==> config.mk <==
export PLATFORM = sky130hd
export DESIGN_NAME = mux_serializer
export DESIGN_NICKNAME = d
export VERILOG_FILES = /design/src/rtl/mux_serializer.sv
export SDC_FILE = /design/constraint.sdc
export NUM_CORES = 1
export LEC_CHECK = 0
export CORE_MARGIN = 4
export CORE_UTILIZATION = 49
export CTS_BUF_LIST = sky130_fd_sc_hd__clkbuf_8
export DETAILED_ROUTE_END_ITERATION = 8
export PLACE_DENSITY = 0.81
export SLEW_MARGIN = 10
export SYNTH_ARGS = -nofsm -noshare
export SYNTH_HDL_FRONTEND = slang
export SYNTH_SLANG_ARGS = --single-unit
==> constraint.sdc <==
create_clock -name clk -period 2.6 [get_ports clk]
set_input_delay 0.52 -clock clk [delete_from_list [all_inputs] [get_ports clk]]
set_output_delay 0.52 -clock clk [all_outputs]
set_load 0.02 [all_outputs]
==> src/rtl/mux_serializer.sv <==
// N-channel, W-bit time-division serializer: accepts an N*W word, emits one channel per beat.
// Optional MUX_SERIALIZER_B2B_EN accepts the next word on the last beat for bubble-free streaming.
module mux_serializer #(
  parameter  int N  = 16,
  parameter  int W  = 1,
  localparam int SW = $clog2(N),
  localparam int LW = $clog2(N + 1)
) (
  input  logic           clk,
  input  logic           rst,
  input  logic           i_valid,
  output logic           i_ready,
  input  logic [N*W-1:0] i_data,
  input  logic [LW-1:0]  i_len,
  output logic           o_valid,
  input  logic           o_ready,
  output logic [W-1:0]   o_data,
  output logic [SW-1:0]  o_index,
  output logic           o_last
);

  localparam logic [0:0] IDLE  = 1'b0;
  localparam logic [0:0] SHIFT = 1'b1;

  logic [0:0]     state;
  logic [N*W-1:0] word;
  logic [LW-1:0]  len;
  logic [SW-1:0]  index;
  logic [W-1:0]   chan [N];
  logic           shifting;
  logic           out_fire;
  logic           in_fire;
  logic [LW-1:0]  len_eff;

  for (genvar k = 0; k < N; k++) begin : g_chan
    assign chan[k] = word[k*W +: W];
  end

  assign shifting = (state == SHIFT);
  assign o_valid  = shifting;
  assign o_index  = index;
  assign o_last   = shifting && (LW'(index) == len - LW'(1));
  assign o_data   = shifting ? chan[index] : '0;

  // A zero or oversized length request means "all channels".
  assign len_eff  = ((i_len == '0) || (i_len > LW'(N))) ? LW'(N) : i_len;

`ifdef MUX_SERIALIZER_B2B_EN
  assign i_ready  = rst && (!shifting || (o_ready && o_last));
`else
  assign i_ready  = rst && !shifting;
`endif

  assign out_fire = o_valid && o_ready;
  assign in_fire  = i_valid && i_ready;

  // A new word only arrives in IDLE or together with the last beat, so it takes priority.
  always_ff @(posedge clk) begin
    if (!rst) begin
      state <= IDLE;
      word  <= '0;
      len   <= '0;
      index <= '0;
    end else if (in_fire) begin
      state <= SHIFT;
      word  <= i_data;
      len   <= len_eff;
      index <= '0;
    end else if (out_fire) begin
      if (o_last) begin
        state <= IDLE;
        index <= '0;
      end else begin
        index <= index + SW'(1);
      end
    end
  end

endmodule

### Word level (Yosys, flattened, before mapping)

Index checks and enable logic that the tools add are counted.

| word-level totals | value |
|---|---|
| bits in registers | 26 |
| input bits | 25 |
| output and inout port bits | 8 |
| logic and storage cells | 31 |

| operators by class | value |
|---|---|
| add/subtract/negate cells | 2 |
| magnitude comparators | 2 |
| eq/ne operators | 1 |
| muxes and demuxes | 9 |
| bitwise operators | 2 |
| reductions and logical operators | 11 |

Operators with widths:

| operator | number |
|---|---|
| 1-bit 2-to-1 mux | 6 |
| 4-bit by 5-bit == test with 1-bit output | 1 |
| 5-bit >= comparator (second input constant) | 1 |
| 5-bit greater-than comparator (second input constant) | 1 |
| 5-bit zero test | 1 |
| 5-bit 2-to-1 mux | 1 |
| 4-bit NOT with 5-bit output | 1 |
| 5-bit by 1-bit subtractor with 5-bit output (second input constant) | 1 |
| 4-bit by 1-bit adder with 4-bit output (second input constant) | 1 |
| 1-bit binary-select mux with 4-bit select | 1 |
| 1-bit logical AND | 4 |
| 4-bit 2-to-1 mux | 1 |
| 2-bit nonzero test | 2 |
| 2-bit AND reduction | 1 |
| 2-bit OR reduction | 1 |
| 1-bit zero test | 1 |
| 1-bit logical OR | 1 |
| 1-bit NOT | 1 |

### Logic depth before layout (Yosys ltp)

| depth | value |
|---|---|
| depth after elaboration | 6 |
| depth in mapped cells | 7 |
| mapped depth without buffers | 7 |

### Worst setup path before layout

Ideal clock, no wire load.

| path | value |
|---|---|
| path kind | reg-to-output |
| start | reg index[0], in the netlist o_index[0] |
| end | out o_data |
| arrival time | 1.830 ns |
| data required time | 2.080 ns |
| setup slack | 0.250 ns |
| cell stages (with the launch flop) | 5 |
| path buffers | 1 |
| cell sequence | dfxtp_1 clkbuf_8 mux4_2 mux4_2 and2_1 |

| between the ends | value |
|---|---|
| cells in the longest elaborated chain, start to end | 5 |

Ends and longest elaborated chain:

| element | line | RTL |
|---|---|---|
| from (decl) | 28 | `logic [SW-1:0] index;` |
| from (signal assigned) | 74 | `index <= index + SW'(1);` |
| 4-bit NOT with 5-bit output (implied by the code) | 43 | `assign o_data = shifting ? chan[index] : '0;` |
| 1-bit binary-select mux with 4-bit select | 43 |  |
| 1-bit 2-to-1 mux (implied by the code) (2 in series) | 43 |  |
| 1-bit 2-to-1 mux | 43 |  |
| to (decl) | 17 | `output logic [W-1:0] o_data,` |

Every way passes these cells. The select of a mux whose other input is x is not followed.

### Final worst setup path

Ends and elaborated chain as after synthesis.

==> out/results.ini <==
[timing]
hold_viol_final=0
fin_crit_ps=2463
worst_hold_slack_ps=482.1
worst_slack_ps=136.7
slew_headroom=0.5510
slew_viol_final=0
setup_tns_ps=0
timing.final.crit_share=0.9474
setup_viol=0
fmax_mhz=406.0
rsz0062_at_grt=false
skew_ps=3.086
worst_pin_slew_ps=665.0

[logic_synthesis]
yosysWarningCount=0
synth_cell_types=33
synth.avg_cell_area_um2=10.67
synth_fa_ha_area_frac=0.03168
yosys.area_share.simple=0.1468
synth.mux.area_fraction=0.09504
synth_top_family_by_area=compound AO/OA/AOI/OAI gates
synth_seq_area_share=0.4393
syn_nets=139
synth_cells=111
syn_area_um2=1185
synth_seq_cells=26
synth_compound_area_frac=0.1985
yosys.area_share.xor_xnor=0.03696

[detailed_routing]
dr.pass1.iters=4
drc_errors=0
ant_nets=0
via_per_inst=5.797
vias=997
wl_per_cell_um=15.91
drtIter0Drc=31
drt-total-wl_um=2736

[power]
peakVddDrop_uv=413.3
powerDensity_nw_per_um2=513.7
p_leak_uw=0.0005958

[placed_design]
gp_congestion=0.7423
hpwl_um=2110
dp_slack_ps=-102.3
portBuffers=32

[global_routing]
grt_pass1_wl_um=4319
grt_use_total=0.1725
overflow=0
grt_max_degree=19
grt_pass1_vias=953
antenna_found_initial=0

[critical_path]
rrSetupSlack_ps=590
ff2ff_path_depth=7
r2r-start=len[0]
crit_path_end=o_data
end_kind=primary output
path_max_fanout=5
r2r_end=o_index[3]
cp_data_required_time_ps=2080
startpoint=o_index[0]
crit_type=register to primary output
cp-start-kind=register
crit_arrival_ps=1940

[floorplanning]
coreArea_um2=2255
die_h_um=57.18
ios=33
num_rows=17
dieArea_um2=3269
start_util=0.5255
die_w_um=57.18

[finish]
antennaDiodeCount=0
drive_gt1_frac=0.1458
syn2layout_area_growth_pct=31.68
fin_nets=174
layout_commonest_cell=clkdlybuf4s50_1
mostFrequentLayoutCells=clkdlybuf4s50_1 (30), dfxtp_1 (24), a22o_1 (17)
fillers=187

[clocking]
clkLatencyLatePin_ps=270
clk_path_buf_depth=2
cts-buffers-inserted=3
ctsHoldBuffers=0
clkTransAtPathRegs_ps=80
cts_root_buffer=clkbuf_8
tritoncts=built
cts_setup_buffers=0
h-tree-depth=1
numClockSinks=26

[min_path]
min_path_type=register to register
hp-start=word[14]

[run_status]
status=finished, final reports clean

[run]
drv_cap=0

## state kept, by name (all words and copies together) (netlist names)
name,count
word,16
len,5
o_index,4
o_valid,1
## worst min-delay path by stage
| stage | endpoint | slack, ps | cells after the start |
|---|---|---|---|
| 2_1_floorplan | word[10] | 440 | 1 |
| 3_3_place_gp | word[5] | 460 | 1 |
| 3_5_place_dp | word[4] | 460 | 1 |
| 4_1_cts | word[15] | 490 | 1 |
| 5_1_grt | word[4] | 500 | 1 |
| 6_report | word[14] | 480 | 1 |
## layout make-up
cell class	instances	area, µm²	area share
repair buffers	36	340.3	0.2181
multi-input cells	75	603.1	0.3865
clock buffers	3	41.29	0.02646
well taps	28	35.03	0.02245
inverters	4	15.01	0.009623
flip-flops and latches	26	525.5	0.3368
## Yosys cell counts
cell       n  area [µm²]
dfxtp_1   26       520.5
xnor2_1    3       26.28
nor2b_1    1       6.260
nand2_1    9       33.78
inv_1      4       15.01
clkbuf_1   2       7.510
and2_1     2       12.51
o311a_1    1       10.01
nand3b_1   1       7.510
o21ai_0    3       15.01
a31o_2     1       8.760
a21oi_1    4       20.02
or3_2      1       7.510
a211oi_1   1       7.510
nand4b_1   2       17.52
o311ai_0   1       8.760
mux4_2     5       112.6
nand3_1    2       10.01
xor2_1     2       17.52
buf_1      1       3.750
or4_1      2       15.01
a22o_2     1       10.01
or2b_2     1       8.760
buf_4      1       7.510
and2_2     1       7.510
ha_1       3       37.54
nand4_1    1       6.260
clkbuf_8   2       27.53
a22o_1    17       148.9
nor3b_1    1       7.510
nor2_1     5       18.77
a31oi_1    1       6.260
nor3_1     3       15.01
## metal layers
| metal | track usage | share of wire | vias to the layer above |
|---|---|---|---|
| li1 | - | - | 486 |
| met1 | 0.1992 | 0.42 | 471 |
| met2 | 0.2969 | 0.51 | 33 |
| met3 | 0.03394 | 0.048 | 7 |
| met4 | 0.09603 | 0.021 | 0 |
| met5 | 0 | 0 | - |
## logic make-up (layout without fill, tap and decap cells)
kind of cell | count (synthesis) | count (layout)
buf+inv | 10 | 43
mux | 5 | 5
fa+ha+maj | 3 | 3
simple gates | 32 | 32
compound gates | 30 | 30
xor+xnor | 5 | 5
flops | 26 | 26
## power by group
| part | switching, µW | internal (µW) | total (µW) |
|---|---|---|---|
| registers | 21.3 | 422 | 444 |
| clock network | 120 | 104 | 224 |
| logic | 52.6 | 81.0 | 134 |
## metrics by stage
step	total power [µW]	area, µm²	util	instances
final	801.5	1560	0.6920	172
after global routing	840.8	1560	0.6920	172
after CTS	806.2	1570	0.6964	172
after detailed placement	586.7	1524	0.6759	169
after global placement	581.1	1524	0.6759	169
after floorplan	520.6	1185	-	111
## critical path: stages, from the launching register on
cell and delay [ps]:
dfxtp_4 400, mux4_2 500, mux4_2 460, and2_1 170
buf_2 150
## timing repair
| action | 4_1_cts | 5_1_grt |
|---|---|---|
| endpoints found under the setup margin | 2 | 2 |
| pin swaps | 0 | 0 |
| resized for setup | 7 | 3 |
(Power assumes the default switching activity.)
